===== config.mk =====
export PLATFORM = sky130hd
export DESIGN_NAME = systolic_output_collector_flat
export DESIGN_NICKNAME = d
export VERILOG_FILES = /design/src/rtl/systolic_output_collector_pkg.sv /design/src/rtl/systolic_output_collector_if.sv /design/src/rtl/systolic_output_collector_column.sv /design/src/rtl/systolic_output_collector.sv /design/src/flat_wrapper.sv
export SDC_FILE = /design/constraint.sdc
export NUM_CORES = 1
export LEC_CHECK = 0
export BUFFER_PORTS_ARGS = -buffer_cell sky130_fd_sc_hd__buf_2
export CAP_MARGIN = 20
export CORE_MARGIN = 2
export CORE_UTILIZATION = 39
export CTS_CLUSTER_DIAMETER = 30
export DETAILED_ROUTE_END_ITERATION = 10
export PLACE_DENSITY_LB_ADDON = 0.1
export SKIP_LAST_GASP = 1
export SYNTH_ARGS = -nofsm -noshare
export SYNTH_HDL_FRONTEND = slang
export SYNTH_SLANG_ARGS = --single-unit

===== constraint.sdc =====
create_clock -name clk -period 4 [get_ports clk]
set_clock_uncertainty 0.05 [all_clocks]
set_input_delay 0.4 -clock clk [delete_from_list [all_inputs] [get_ports clk]]
set_output_delay 0.4 -clock clk [all_outputs]
set_load 0.05 [all_outputs]

===== src/rtl/systolic_output_collector_pkg.sv =====
// Shared types and helpers for the systolic output collector.
// The COLLECTOR_ACCUM_EN macro (accumulate mode) is handled in the interface and top files.
package systolic_collect_pkg;

  typedef enum logic [1:0] {
    IDLE    = 2'd0,
    COLLECT = 2'd1,
    DONE    = 2'd2
  } state_t;

  // Flat position of element (r,c) inside result_matrix, in words.
  function automatic int elem_idx(input int r, input int c, input int cols);
    return r * cols + c;
  endfunction

  // One spare bit so a counter can hold the value ROWS itself.
  function automatic int row_cnt_width(input int rows);
    return $clog2(rows) + 1;
  endfunction

endpackage


===== src/rtl/systolic_output_collector_if.sv =====
// Handshake/data bundle between the systolic array, the collector and its consumer.
// COLLECTOR_ACCUM_EN adds the acc_clear input.
interface systolic_output_collector_if #(
  parameter int WORD_SIZE = 16,
  parameter int ROWS      = 4,
  parameter int COLS      = 4
);
  logic                           arm;
  logic [COLS*WORD_SIZE-1:0]      bottom_out;
  logic [COLS-1:0]                output_col_valid;
  logic [ROWS*COLS*WORD_SIZE-1:0] result_matrix;
  logic                           result_valid;
  logic                           result_ack;
  logic                           busy;
  logic [COLS-1:0]                cols_done;
  logic                           overflow_err;
  logic                           timeout_err;
`ifdef COLLECTOR_ACCUM_EN
  logic                           acc_clear;

  modport master (
    output arm, bottom_out, output_col_valid, result_ack, acc_clear,
    input  result_matrix, result_valid, busy, cols_done, overflow_err, timeout_err
  );
  modport slave (
    input  arm, bottom_out, output_col_valid, result_ack, acc_clear,
    output result_matrix, result_valid, busy, cols_done, overflow_err, timeout_err
  );
`else
  modport master (
    output arm, bottom_out, output_col_valid, result_ack,
    input  result_matrix, result_valid, busy, cols_done, overflow_err, timeout_err
  );
  modport slave (
    input  arm, bottom_out, output_col_valid, result_ack,
    output result_matrix, result_valid, busy, cols_done, overflow_err, timeout_err
  );
`endif
endinterface


===== src/rtl/systolic_output_collector_column.sv =====
// Per-column row counter: decides where each arriving word lands and flags
// completion and overflow for one column of the result matrix.
module collector_column
  import systolic_collect_pkg::*;
#(
  parameter int ROWS = 4,
  parameter int CW   = row_cnt_width(ROWS)
) (
  input  logic          clk,
  input  logic          rst,
  input  logic          i_clear,
  input  logic          i_collect,
  input  logic          i_done_state,
  input  logic          i_valid,
  output logic          o_wr_en,
  output logic [CW-1:0] o_row,
  output logic          o_overflow,
  output logic          o_done,
  output logic          o_done_next
);
  localparam logic [CW-1:0] ROWS_C = CW'(ROWS);

  logic [CW-1:0] r_row_cnt;
  logic          r_done;
  logic          w_full;

  assign w_full      = (r_row_cnt == ROWS_C);
  assign o_wr_en     = i_collect && !i_clear && i_valid && !w_full;
  // A restart swallows anything arriving on the same edge.
  assign o_overflow  = !i_clear && i_valid && ((i_collect && w_full) || i_done_state);
  assign o_done_next = w_full || (o_wr_en && (r_row_cnt == ROWS_C - CW'(1)));
  assign o_row       = r_row_cnt;
  assign o_done      = r_done;

  always_ff @(posedge clk) begin
    if (rst) begin
      r_row_cnt <= '0;
      r_done    <= 1'b0;
    end else if (i_clear) begin
      r_row_cnt <= '0;
      r_done    <= 1'b0;
    end else begin
      if (o_wr_en)
        r_row_cnt <= r_row_cnt + CW'(1);
      if (i_collect)
        r_done <= o_done_next;
    end
  end

endmodule


===== src/rtl/systolic_output_collector.sv =====
// Collects the skewed systolic bottom outputs into a ROWS x COLS matrix and hands it
// downstream with valid/ack. Define COLLECTOR_ACCUM_EN to accumulate instead of overwrite.
module systolic_output_collector
  import systolic_collect_pkg::*;
#(
  parameter int WORD_SIZE      = 16,
  parameter int ROWS           = 4,
  parameter int COLS           = 4,
  parameter int TIMEOUT_CYCLES = 64
) (
  input logic                         clk,
  input logic                         rst,
  systolic_output_collector_if.slave  bus
);
  localparam int CW = row_cnt_width(ROWS);
  localparam int TW = $clog2(TIMEOUT_CYCLES + 1);
  localparam logic [TW-1:0] TO_LAST = TW'(TIMEOUT_CYCLES - 1);

  state_t                         r_state;
  state_t                         w_state_next;
  logic [TW-1:0]                  r_cyc;
  logic                           r_overflow;
  logic                           r_timeout;
  logic [ROWS*COLS*WORD_SIZE-1:0] r_matrix;

  logic            w_collect;
  logic            w_in_done;
  logic            w_arm_go;
  logic            w_all_done;
  logic            w_timeout_hit;
  logic [COLS-1:0] w_wr_en;
  logic [COLS-1:0] w_ovf;
  logic [COLS-1:0] w_done;
  logic [COLS-1:0] w_done_next;
  logic [CW-1:0]   w_row [COLS];

  assign w_collect     = (r_state == COLLECT);
  assign w_in_done     = (r_state == DONE);
  // In DONE an arm only counts when the current result is being accepted.
  assign w_arm_go      = bus.arm && (!w_in_done || bus.result_ack);
  assign w_all_done    = &w_done_next;
  assign w_timeout_hit = w_collect && (r_cyc == TO_LAST);

  generate
    for (genvar gi = 0; gi < COLS; gi++) begin : g_col
      collector_column #(.ROWS(ROWS)) u_col (
        .clk         (clk),
        .rst         (rst),
        .i_clear     (w_arm_go),
        .i_collect   (w_collect),
        .i_done_state(w_in_done),
        .i_valid     (bus.output_col_valid[gi]),
        .o_wr_en     (w_wr_en[gi]),
        .o_row       (w_row[gi]),
        .o_overflow  (w_ovf[gi]),
        .o_done      (w_done[gi]),
        .o_done_next (w_done_next[gi])
      );
    end
  endgenerate

  always_ff @(posedge clk) begin
    if (rst)
      r_state <= IDLE;
    else
      r_state <= w_state_next;
  end

  // Restart beats completion, and completion beats timeout.
  always_comb begin
    w_state_next = r_state;
    case (r_state)
      IDLE: begin
        if (w_arm_go)
          w_state_next = COLLECT;
      end
      COLLECT: begin
        if (w_arm_go)
          w_state_next = COLLECT;
        else if (w_all_done)
          w_state_next = DONE;
        else if (w_timeout_hit)
          w_state_next = IDLE;
      end
      DONE: begin
        if (bus.result_ack)
          w_state_next = w_arm_go ? COLLECT : IDLE;
      end
      default: w_state_next = IDLE;
    endcase
  end

  always_comb begin
    bus.busy         = 1'b0;
    bus.result_valid = 1'b0;
    case (r_state)
      COLLECT: bus.busy         = 1'b1;
      DONE:    bus.result_valid = 1'b1;
      default: ;
    endcase
  end

  always_ff @(posedge clk) begin
    if (rst) begin
      r_cyc      <= '0;
      r_overflow <= 1'b0;
      r_timeout  <= 1'b0;
    end else if (w_arm_go) begin
      r_cyc      <= '0;
      r_overflow <= 1'b0;
      r_timeout  <= 1'b0;
    end else begin
      if (w_collect)
        r_cyc <= r_cyc + TW'(1);
      if (|w_ovf)
        r_overflow <= 1'b1;
      if (w_timeout_hit && !w_all_done)
        r_timeout <= 1'b1;
    end
  end

  always_ff @(posedge clk) begin
    if (rst) begin
      r_matrix <= '0;
    end
`ifdef COLLECTOR_ACCUM_EN
    else if (bus.acc_clear && !w_collect) begin
      r_matrix <= '0;
    end
`endif
    else begin
      for (int c = 0; c < COLS; c++) begin
        for (int r = 0; r < ROWS; r++) begin
          if (w_wr_en[c] && (w_row[c] == CW'(r))) begin
`ifdef COLLECTOR_ACCUM_EN
            r_matrix[elem_idx(r, c, COLS)*WORD_SIZE +: WORD_SIZE] <=
              r_matrix[elem_idx(r, c, COLS)*WORD_SIZE +: WORD_SIZE] +
              bus.bottom_out[c*WORD_SIZE +: WORD_SIZE];
`else
            r_matrix[elem_idx(r, c, COLS)*WORD_SIZE +: WORD_SIZE] <=
              bus.bottom_out[c*WORD_SIZE +: WORD_SIZE];
`endif
          end
        end
      end
    end
  end

  assign bus.result_matrix = r_matrix;
  assign bus.cols_done     = w_done;
  assign bus.overflow_err  = r_overflow;
  assign bus.timeout_err   = r_timeout;

endmodule


===== src/flat_wrapper.sv =====
// flat-port wrapper written by rule: the top's interface ports become plain ports
module systolic_output_collector_flat import systolic_collect_pkg::*;
#(
  parameter int WORD_SIZE      = 16,
  parameter int ROWS           = 4,
  parameter int COLS           = 4,
  parameter int TIMEOUT_CYCLES = 64
)
  (clk, rst, bus_arm, bus_bottom_out, bus_output_col_valid, bus_result_ack, bus_result_matrix, bus_result_valid, bus_busy, bus_cols_done, bus_overflow_err, bus_timeout_err);
  systolic_output_collector_if #(.WORD_SIZE(WORD_SIZE), .ROWS(ROWS), .COLS(COLS)) bus_i ();
  input logic clk;
  input logic rst;
  input wire logic [$bits(bus_i.arm)-1:0] bus_arm;
  input wire logic [$bits(bus_i.bottom_out)-1:0] bus_bottom_out;
  input wire logic [$bits(bus_i.output_col_valid)-1:0] bus_output_col_valid;
  input wire logic [$bits(bus_i.result_ack)-1:0] bus_result_ack;
  output wire logic [$bits(bus_i.result_matrix)-1:0] bus_result_matrix;
  output wire logic [$bits(bus_i.result_valid)-1:0] bus_result_valid;
  output wire logic [$bits(bus_i.busy)-1:0] bus_busy;
  output wire logic [$bits(bus_i.cols_done)-1:0] bus_cols_done;
  output wire logic [$bits(bus_i.overflow_err)-1:0] bus_overflow_err;
  output wire logic [$bits(bus_i.timeout_err)-1:0] bus_timeout_err;
  assign bus_i.arm = bus_arm;
  assign bus_i.bottom_out = bus_bottom_out;
  assign bus_i.output_col_valid = bus_output_col_valid;
  assign bus_i.result_ack = bus_result_ack;
  assign bus_result_matrix = bus_i.result_matrix;
  assign bus_result_valid = bus_i.result_valid;
  assign bus_busy = bus_i.busy;
  assign bus_cols_done = bus_i.cols_done;
  assign bus_overflow_err = bus_i.overflow_err;
  assign bus_timeout_err = bus_i.timeout_err;
  systolic_output_collector #(.WORD_SIZE(WORD_SIZE), .ROWS(ROWS), .COLS(COLS), .TIMEOUT_CYCLES(TIMEOUT_CYCLES)) u_core (.clk(clk), .rst(rst), .bus(bus_i));
endmodule

After elaboration in Yosys (flattened, before gate mapping):

Cells that the tools add are included.

* register bits after elaboration: 283
* latch bits: 0
* RAM bits: 0
* ROM bits: 0
* bits of input ports: 72
* output and inout bits: 264
* logic and storage cells: 129
* memories kept: 0

* add/sub/neg operators: 5
* multipliers: 0
* div/mod/pow operators: 0
* order comparisons: 0
* equality and inequality tests: 22
* shift operators: 0
* mux-type cells: 9
* bitwise gates (word level): 0
* reduce and logical (&&, ||, !) cells: 65

Operators with widths (number)
* 1-bit logical AND: 40
* 3-bit by 2-bit equality test with 1-bit output, second input constant: 8
* 3-bit by 1-bit adder with 3-bit output, second input constant: 4
* 3-bit by 1-bit equality test with 1-bit output, second input constant: 4
* 3-bit equality test, second input constant: 4
* 3-bit zero test: 4
* 2-bit two-way mux: 5
* 1-bit logical OR: 9
* 7-bit by 1-bit adder with 7-bit output, second input constant: 1
* 7-bit by 6-bit equality test with 1-bit output, second input constant: 1
* 1-bit zero test: 7
* 2-bit case mux with 3 select lines: 1
* 2-bit != test, second input constant: 2
* 4-bit by 2-bit != test with 1-bit output, second input constant: 1
* 4-bit AND reduction: 1
* 4-bit OR reduction: 1
* 1-bit two-way mux: 3
* 3-bit AND reduction: 1
* 2-bit by 1-bit equality test with 1-bit output, second input constant: 1
* 2-bit equality test, second input constant: 1
* 2-bit zero test: 1
* 2-bit OR reduction: 1

Depth between registers and ports, before layout:

Gate-level depths: netlist of the first run.

* depth in word-level cells: 14
* mapped depth: 8
* mapped depth without buffers: 6

Modules after synthesis:

Synthesis of the first run repeated with hierarchy kept, for this count alone.

* cells, all modules: 1314
* area total of the unflattened synthesis: 10802.9 µm²

By module, submodules not included
* systolic_output_collector: times used 1, cells an instance 1202, area an instance 9766.9 µm², sequential area each 5345.1 µm²
* collector_column: times used 4, cells an instance 28, area an instance 259.0 µm², sequential area each 80.1 µm²

Worst setup path after synthesis of the first run:

Ideal clock, no wire load.

* kind: flip-flop to flip-flop
* start point: register u_core.g_col[3].u_col.r_row_cnt[0]
* end point: register u_core.r_matrix[245], in the netlist u_core.bus.result_matrix[245]
* setup time: 70 ps
* arrival: 1512 ps
* data required time: 3880 ps
* setup slack: 2368 ps
* cell stages (with the launch flop): 9
* buffers on the path: 2
* cells stage by stage: dfxtp_1 > inv_1 > ha_1 > nand2_1 > and4_1 > buf_2 > buf_2 > nand2_1 > a21oi_1

* longest elaborated chain between the ends: 4
* elaborated cells between the ends (all ways): 5

Ends and longest elaborated chain
* start: declaration: RTL line systolic_output_collector_column.sv:23 `logic [CW-1:0] r_row_cnt;`
* start signal: assignment: RTL line systolic_output_collector_column.sv:44 `r_row_cnt <= r_row_cnt + CW'(1);`
* 3-bit equality test: RTL line systolic_output_collector_column.sv:27 `assign w_full = (r_row_cnt == ROWS_C);`
* 1-bit zero test: RTL line systolic_output_collector_column.sv:28 `assign o_wr_en = i_collect && !i_clear && i_valid && !w_full;`
* 1-bit logical AND: RTL line systolic_output_collector_column.sv:28
* 1-bit logical AND (*): RTL line systolic_output_collector.sv:134 `if (w_wr_en[c] && (w_row[c] == CW'(r))) begin`
* end signal: indexed assignment: RTL line systolic_output_collector.sv:140 `r_matrix[elem_idx(r, c, COLS)*WORD_SIZE +: WORD_SIZE] <=`
* end: declaration: RTL line systolic_output_collector.sv:24 `logic [ROWS*COLS*WORD_SIZE-1:0] r_matrix;`

Every way passes the cells marked *; elsewhere a longest branch is shown, timed or not.
A chain may end at the register's enable or synchronous reset.

Worst setup path after layout of the first run:

* start point: register u_core.r_state[0]
* end point: register u_core.r_matrix[180], in the netlist u_core.bus.result_matrix[180]

* longest elaborated chain between the ends: 9
* elaborated cells between the ends (all ways): 10

Ends and longest elaborated chain
* start: declaration: RTL line systolic_output_collector.sv:19 `state_t r_state;`
* start signal: assignment: RTL line systolic_output_collector.sv:66 `r_state <= w_state_next;`
* 2-bit equality test: RTL line systolic_output_collector.sv:38 `assign w_in_done = (r_state == DONE);`
* 1-bit zero test: RTL line systolic_output_collector.sv:40 `assign w_arm_go = bus.arm && (!w_in_done || bus.result_ack);`
* 1-bit logical OR: RTL line systolic_output_collector.sv:40
* 1-bit logical AND: RTL line systolic_output_collector.sv:40
* 1-bit zero test: RTL line systolic_output_collector_column.sv:28
* 1-bit logical AND (*) (3 in series): RTL line systolic_output_collector_column.sv:28
* 1-bit logical AND (*): RTL line systolic_output_collector.sv:134

Marks and branches as above.

==> results.sh, run 1 <==
export IMPL_synthFlopType="dfxtp_1"
export IMPL_viasPerCell=4.80
export IMPL_antenna_found_initial=3
export IMPL_hold_buffers=0
export IMPL_post_cts_buffers=0
export IMPL_grt_pass1_wl_um=49500
export IMPL_dr_first_iter_drc_count=509
export IMPL_tns_ns=0
export IMPL_yosysSeqAreaShare=0.523
export IMPL_syn2layout_area_growth_pct=37.7
export IMPL_cts_buffer_depth=3
export IMPL_crit_arrival_ns=3.01
export IMPL_worstSetupPathType="reg2reg"
export IMPL_ioPinCount=336
export IMPL_hpwl_um=21400
export IMPL_finalNetCount=1718
export IMPL_maxCapViolCount=0
export IMPL_min_period_ns=2.59
export IMPL_drv_slew=0
export IMPL_wl_um=32200
export IMPL_cp_max_fo=19
export IMPL_cts_sinks=283
export IMPL_ctsResizeCount=0
export IMPL_p_comb_frac=0.036
export IMPL_clk_latency_ns=0.55
export IMPL_synthCells=1311
export IMPL_fin_crit_sh=0.648
export IMPL_grt_pass1_vias=9196
export IMPL_status="finished, final reports clean"
export IMPL_yosysUniqueCellTypes=47
export IMPL_worst_pin_slew_ns=0.933
export IMPL_die_area_mm2=0.0291
export IMPL_fmax_ghz=0.386
export IMPL_die_x_um=171
export IMPL_cp_end_kind="flip-flop"
export IMPL_cts_tree="yes"
export IMPL_hold_class="in2reg"
export IMPL_vias=9845
export IMPL_core_rowCount=60
export IMPL_syn_avg_cell_area_um2=8.26
export IMPL_drive_above_1_share=0.290
export IMPL_synthesis_nets=1404
export IMPL_max_slew_margin=0.378
export IMPL_io_buffers=335
export IMPL_drc_errors=0
export IMPL_p_clk_frac=0.648
export IMPL_initial_utilization=0.399
export IMPL_setup_viol=0
export IMPL_p_per_area_mw_per_mm2=607
export IMPL_grtUsageTotal=0.213
export IMPL_postPlaceCellArea_mm2=0.0124
export IMPL_netlist_area_mm2=0.0108
export IMPL_cp_required_ns=4.42
export IMPL_synth_edff_count=0
export IMPL_wire_per_inst_um=15.7
export IMPL_root_buffer="clkbuf_16"
export IMPL_hold_violations=0
export IMPL_ys_seq_elements=283
export IMPL_htree_levels=3
export IMPL_rsz0062_at_grt="no"
export IMPL_cp_start_kind="flip-flop"
export IMPL_switchingPower_mw=2.00
export IMPL_finalInstanceArea_mm2=0.0149
export IMPL_die_y_um=171
export IMPL_synthArstFlopShare=0
export IMPL_power_frac_seq=0.317
export IMPL_numCtsBuffers=66
export IMPL_grt_max_degree=163
export IMPL_final_antenna_net_count=0
export IMPL_place_congestion=0.797
export IMPL_yosys_warnings=0
export IMPL_worst_slack_ns=1.41
export IMPL_internal_power_mw=7.06
export IMPL_cellLeakagePower_nw=6.28
export IMPL_preCtsSetupSlack_ns=1.32
export IMPL_swShare=0.221
export IMPL_n_fill_cell=2610
export IMPL_core_mm2=0.0271
export IMPL_firstDrtPassIters=4
export IMPL_clkTransAtPathRegs_ns=0.05
export IMPL_gr_total_overflow=0
export IMPL_vdd_drop_max_uv=500
## routing by layer
metal  vias to the layer above  share of wire  global-route usage  routed length (um)
met4                         0          0.027              0.0866                 867
met2                       307           0.46               0.336               14800
li1                       4936              -                   -                   -
met3                        67          0.076              0.0604                2450
met1                      4535           0.44               0.275               14100
met5                         -              0                   0                   0
## flip-flops by register name, summed over array words and instances (netlist names)
name	count
u_core.r_cyc	7
u_core.bus.overflow_err	1
u_core.g_col.u_col.o_done	4
u_core.bus.result_matrix	256
u_core.bus.timeout_err	1
u_core.r_state	2
u_core.g_col.u_col.o_row	12
## kinds of logic after synthesis
kind of cell | Yosys count | share of synthesized area
flops | 283 | 0.523
compound gates | 278 | 0.137
simple gates | 607 | 0.244
fa+ha+maj | 21 | 0.0243
xor+xnor | 8 | 0.00647
buf+inv | 109 | 0.0602
mux | 5 | 0.00462
## critical path: stages (launching register included)
cell and delay (ns):
dfxtp_1 0.40, nor3b_4 0.80, buf_4 0.34, and3_1 0.65, nand2_1 0.13, a21oi_1 0.15
## final timing paths
path	start	to	slack (ns)	cells after the start
setup / recovery	u_core.r_state[0]	u_core.bus.result_matrix[180]	1.41	5
hold reg to reg	u_core.bus.result_matrix[227]	u_core.bus.result_matrix[227]	0.40	2
hold / removal	bus_bottom_out[43]	u_core.bus.result_matrix[235]	0.07	3
setup reg to reg	u_core.r_state[0]	u_core.bus.result_matrix[180]	1.41	5
## through the flow
step	util	hold WS, ns	power, mW	std cells
global route	0.550	0.0646	9.31	2050
CTS	0.550	0.0437	9.16	2048
global placement	0.459	0.388	3.24	1929
floorplan	-	0.420	3.12	1311
finish	0.550	0.0734	9.05	2051
detailed placement	0.459	0.393	3.24	1929
## power by group through the flow
stage                     Combinational [mW]  Clock, mW  Sequential, mW
after CTS                              0.324       5.97            2.86
after detailed placement               0.324          0            2.92
final                                  0.322       5.86            2.86
after global placement                 0.324          0            2.92
after global routing                   0.347       6.10            2.86
after floorplan                        0.143          0            2.98
## Yosys cell counts (all sizes together) (2+ instances only)
master | instances | share of area
buf | 63 | 0.044
dfxtp | 283 | 0.52
o21ai | 3 | 0.0014
nor4 | 2 | 0.0025
nand3b | 2 | 0.0014
nor3 | 6 | 0.0028
clkbuf | 31 | 0.011
and3 | 12 | 0.0069
inv | 15 | 0.0052
nand3 | 20 | 0.019
and2b | 4 | 0.0030
ha | 21 | 0.024
nand2 | 521 | 0.18
xnor2 | 7 | 0.0057
a32oi | 4 | 0.0057
nor2 | 19 | 0.0066
a21oi | 262 | 0.12
or3 | 2 | 0.0012
a211oi | 4 | 0.0042
mux2i | 5 | 0.0046
and4 | 8 | 0.0065
nand4 | 5 | 0.0084
nor2b | 2 | 0.0012
## cells in the final DEF (no fill, tap or decap), types with 5 or more instances in the layout
cell       synthesis  routed
xnor2_1            7       7
nand3_2            7       7
dfxtp_1          283     283
clkinv_2           0      10
ha_1              21      21
clkbuf_8           0      14
nand3_1            7       7
inv_6              0       5
nor3_1             6       6
nor2_1            19      19
and4_1             8       8
and3_1            12      12
nand3_4            6       6
mux2i_1            5       5
buf_2             32     334
inv_1             14      14
nand2_1          521     521
a21oi_1          262     262
clkbuf_16          0      66
bufinv_16          0      13
## cell type report
| type | count | area [um^2] | area share |
|---|---|---|---|
| antenna | 3 | 7.51 | 0.000504 |
| multi-input combinational | 919 | 4510 | 0.302 |
| clock buffer | 80 | 1830 | 0.123 |
| clock inverter | 39 | 636 | 0.0426 |
| inverter | 15 | 56.3 | 0.00378 |
| sequential | 283 | 5670 | 0.380 |
| timing repair buffer | 340 | 1740 | 0.116 |
| tap | 372 | 465 | 0.0312 |
Power figures use the tool's default switching activity.
==> run 2, diff against run 1 <==
Clock period 4 ns to 2.1 ns, I/O delays scaled along.
==> results.sh, run 2 (synthesized netlist as in run 1, its figures left out) <==
export IMPL_status="finished, final reports clean"
export IMPL_cp_required_ns=1.84
export IMPL_vdd_drop_max_uv=740
export IMPL_final_cell_mix="nand2_1, buf_2, dfxtp_1"
export IMPL_slowest_delay_ns=0.44
export IMPL_ioPinCount=336
export IMPL_numCtsBuffers=61
export IMPL_crit_chain="nor2b_1 > buf_2"
export IMPL_setup_viol=0
export IMPL_grt_pass1_wl_um=51100
export IMPL_cp_buffers_inverters=1
export IMPL_maxCapViolCount=0
export IMPL_firstDrtPassIters=5
export IMPL_wire_per_inst_um=15.4
export IMPL_worst_slack_ns=0.182
export IMPL_final_antenna_net_count=0
export IMPL_cp_end_kind="output pin"
export IMPL_clkTransAtPathRegs_ns=0.04
export IMPL_core_rowCount=60
export IMPL_worst_pin_slew_ns=0.605
export IMPL_root_buffer="clkbuf_16"
export IMPL_preCtsSetupSlack_ns=0.280
export IMPL_hold_class="in2reg"
export IMPL_critPathTopFamily="flip-flops"
export IMPL_rsz0062_at_grt="no"
export IMPL_p_per_area_mw_per_mm2=1070
export IMPL_vias=10200
export IMPL_hpwl_um=21300
export IMPL_wl_um=32800
export IMPL_crit_arrival_ns=1.66
export IMPL_min_period_ns=1.92
export IMPL_fmax_ghz=0.521
export IMPL_drc_errors=0
export IMPL_cp_max_fo=6
export IMPL_finalNetCount=1801
export IMPL_place_congestion=0.776
export IMPL_syn2layout_area_growth_pct=44.1
export IMPL_final_common_cell="nand2_1"
export IMPL_grtUsageTotal=0.217
export IMPL_die_y_um=171
export IMPL_cts_sinks=283
export IMPL_viasPerCell=4.77
export IMPL_initial_utilization=0.399
export IMPL_cts_tree="yes"
export IMPL_grt_pass1_vias=9719
export IMPL_cellLeakagePower_nw=6.58
export IMPL_gr_total_overflow=0
export IMPL_fin_crit_sh=0.913
export IMPL_max_slew_margin=0.597
export IMPL_core_mm2=0.0271
export IMPL_cp_start_kind="flip-flop"
export IMPL_drive_above_1_share=0.283
export IMPL_grt_max_degree=129
export IMPL_die_area_mm2=0.0291
export IMPL_worstSetupPathType="reg2out"
export IMPL_dr_first_iter_drc_count=663
export IMPL_worst_path_max_delay_cell="dfxtp_1"
export IMPL_drv_slew=0
export IMPL_die_x_um=171
export IMPL_largest_reg_flops=256
export IMPL_antenna_found_initial=2
export IMPL_hold_violations=0
export IMPL_cts_buffer_depth=3
export IMPL_power_mw=16.7
export IMPL_io_buffers=335
export IMPL_clk_latency_ns=0.56
export IMPL_tns_ns=0
export IMPL_htree_levels=2
==> run 2: cell types whose count changed in the layout (fill, tap and decap cells not counted), sizes merged <==
cell and change:
inv -2, clkinvlp +5, bufinv +2, dlygate4sd3 +70, clkbuf -8, diode -1
buf +18
==> run 2: power breakdown <==
part	total [mW]	switching, mW	internal (mW)
combinational	0.726	0.484	0.242
clock	10.5	3.09	7.46
sequential	5.45	0.0242	5.43
==> run 2: what timing repair did <==
item | 4_1_cts | 5_1_grt
hold buffers | 70 | 0
resized for setup | 0 | 1
buffers inserted | 0 | 0
setup endpoints to repair | 0 | 1
endpoints found under the hold margin | 261 | 0
==> run 2: final cells by class <==
cell class / instances / area (um^2)
inverters: 15 / 56.3
clock buffers: 72 / 1660
repair buffers: 428 / 2600
multi-input cells: 919 / 4510
well taps: 372 / 465
fillers: 2467 / 11500
flip-flops and latches: 283 / 5670
clock inverters: 44 / 638
diodes: 2 / 5.00
==> run 2: worst min-delay path, stage by stage <==
cell     delay [ns]
buf_2          0.17
a21oi_1        0.16
nor3_1         0.06
==> run 2: per-layer routing <==
layer | wire length, um | GRT usage | up-vias | share of wire
met5 | 0 | 0 | - | 0
met4 | 763 | 0.0713 | 0 | 0.023
met3 | 2570 | 0.0585 | 66 | 0.078
met2 | 15100 | 0.358 | 346 | 0.46
met1 | 14300 | 0.277 | 4679 | 0.44
li1 | - | - | 5102 | -
==> run 2: worst paths after layout <==
| path | from | end | slack (ns) | cells past startpoint |
|---|---|---|---|---|
| max | u_core.r_state[1] | bus_result_valid | 0.18 | 2 |
| min | bus_output_col_valid[2] | u_core.g_col[2].u_col.o_row[2] | 0.05 | 3 |
| max reg2reg | u_core.r_state[0] | u_core.bus.result_matrix[186] | 0.24 | 7 |
| min reg2reg | u_core.bus.result_matrix[21] | u_core.bus.result_matrix[21] | 0.40 | 2 |
==> run 2: per-stage QoR <==
| step | hold slack [ns] | cell area [um^2] | cells | utilization |
|---|---|---|---|---|
| after floorplan | 0.296 | 10800 | 1311 | - |
| after global placement | 0.388 | 12600 | 1947 | 0.465 |
| after detailed placement | 0.393 | 12600 | 1947 | 0.465 |
| after CTS | 0.00812 | 15600 | 2133 | 0.575 |
| after global routing | 0.0481 | 15600 | 2134 | 0.575 |
| final | 0.0467 | 15600 | 2135 | 0.576 |
==> run 3, diff against run 2 <==
Clock period 2.1 ns to 2.07 ns, I/O delays scaled along.
==> results.sh, run 3 (synthesized netlist as in run 1, its figures left out) <==
export IMPL_status="finished, final reports clean"
export IMPL_grt_pass1_vias=9682
export IMPL_core_mm2=0.0271
export IMPL_drive_above_1_share=0.282
export IMPL_drc_errors=0
export IMPL_grt_pass1_wl_um=50800
export IMPL_worst_slack_ns=0.202
export IMPL_io_buffers=335
export IMPL_cts_sinks=283
export IMPL_worstSetupPathType="reg2out"
export IMPL_fmax_ghz=0.535
export IMPL_preCtsSetupSlack_ns=0.213
export IMPL_finalNetCount=1805
export IMPL_hold_class="in2reg"
export IMPL_core_rowCount=60
export IMPL_hold_violations=0
export IMPL_fin_crit_sh=0.903
export IMPL_firstDrtPassIters=5
export IMPL_largest_reg_flops=256
export IMPL_cts_tree="yes"
export IMPL_place_congestion=0.791
export IMPL_die_x_um=171
export IMPL_gr_total_overflow=0
export IMPL_rsz0062_at_grt="no"
export IMPL_viasPerCell=4.73
export IMPL_cp_start_kind="flip-flop"
export IMPL_wl_um=32500
export IMPL_cellLeakagePower_nw=6.64
export IMPL_hpwl_um=21300
export IMPL_setup_viol=0
export IMPL_p_per_area_mw_per_mm2=1110
export IMPL_clkTransAtPathRegs_ns=0.04
export IMPL_clk_latency_ns=0.53
export IMPL_initial_utilization=0.399
export IMPL_dr_first_iter_drc_count=587
export IMPL_maxCapViolCount=0
export IMPL_ioPinCount=336
export IMPL_n_fill_cell=2539
export IMPL_crit_arrival_ns=1.61
export IMPL_cp_end_kind="output pin"
export IMPL_vias=10100
export IMPL_min_period_ns=1.87
export IMPL_final_common_cell="nand2_1"
export IMPL_antenna_found_initial=3
export IMPL_tns_ns=0
export IMPL_grtUsageTotal=0.217
export IMPL_numCtsBuffers=66
export IMPL_syn2layout_area_growth_pct=44.9
export IMPL_cts_buffer_depth=3
export IMPL_root_buffer="clkbuf_16"
export IMPL_drv_slew=0
export IMPL_max_slew_margin=0.599
export IMPL_wire_per_inst_um=15.2
export IMPL_final_antenna_net_count=0
export IMPL_cp_required_ns=1.81
export IMPL_die_y_um=171
export IMPL_die_area_mm2=0.0291
export IMPL_worst_pin_slew_ns=0.601
export IMPL_htree_levels=3
export IMPL_vdd_drop_max_uv=868
export IMPL_grt_max_degree=129
export IMPL_final_cell_mix="nand2_1, buf_2, dfxtp_1"
export IMPL_cp_max_fo=6
export IMPL_power_mw=17.4
==> run 3: changes by cell type in the layout (fill, tap and decap cells not counted), sizes merged <==
cell         before  now
bufinv           15   14
clkinv           16   15
clkinvlp          8    1
inv              20   17
dlygate4sd3      70   67
clkbuf           73   85
diode             2    3
buf             357  359
==> run 3: area by class of cell <==
cell class / count / area, um^2 / area share
Timing Repair Buffer: 427 / 2580 / 0.165
Tap cell: 372 / 465 / 0.0297
Clock buffer: 84 / 1830 / 0.117
Sequential cell: 283 / 5670 / 0.361
Clock inverter: 32 / 573 / 0.0365
Inverter: 15 / 56.3 / 0.00359
Antenna cell: 3 / 7.51 / 0.000478
Multi-Input combinational cell: 919 / 4510 / 0.287
==> run 3: worst paths after layout <==
path                                                     from                              to  slack (ns)  depth (start not counted)
worst max-delay path                        u_core.r_state[1]                bus_result_valid        0.20                          2
worst min-delay path                  bus_output_col_valid[0]  u_core.g_col[0].u_col.o_row[2]        0.03                          3
worst max register to register              u_core.r_state[0]   u_core.bus.result_matrix[241]        0.24                          7
worst min register to register  u_core.bus.result_matrix[221]   u_core.bus.result_matrix[221]        0.40                          2
==> run 3: layer usage <==
layer	vias to the layer above	routed length [um]	global-route usage
met4	0	949	0.0951
met3	68	2490	0.0606
met5	-	0	0
met1	4591	14200	0.273
li1	5109	-	-
met2	325	14800	0.348
==> run 3: timing repair <==
action | CTS | global route
setup buffers | 0 | 0
gates resized for setup | 0 | 1
hold endpoints to repair | 258 | 0
hold buffers | 67 | 0
setup endpoints to repair | 0 | 1
==> run 3: stage by stage <==
| stage | utilization | hold WS [ns] | area, um^2 | std cells |
|---|---|---|---|---|
| 6_report | 0.579 | 0.0348 | 15700 | 2135 |
| 5_1_grt | 0.579 | 0.0360 | 15700 | 2134 |
| 4_1_cts | 0.579 | 0.0129 | 15700 | 2132 |
| 3_5_place_dp | 0.465 | 0.393 | 12600 | 1949 |
| 3_3_place_gp | 0.465 | 0.388 | 12600 | 1949 |
| 2_1_floorplan | - | 0.293 | 10800 | 1311 |
==> run 3: where the power goes <==
part	internal, mW	leakage, nW	switching (mW)
Sequential	5.51	2.28	0.0239
Clock	7.97	1.17	3.16
Combinational	0.244	3.18	0.489
Total	13.7	6.64	3.67
==> run 3: critical path: stages, from the launching register on <==
cell	delay, ns
dfxtp_1	0.44
nor2b_1	0.32
buf_2	0.33
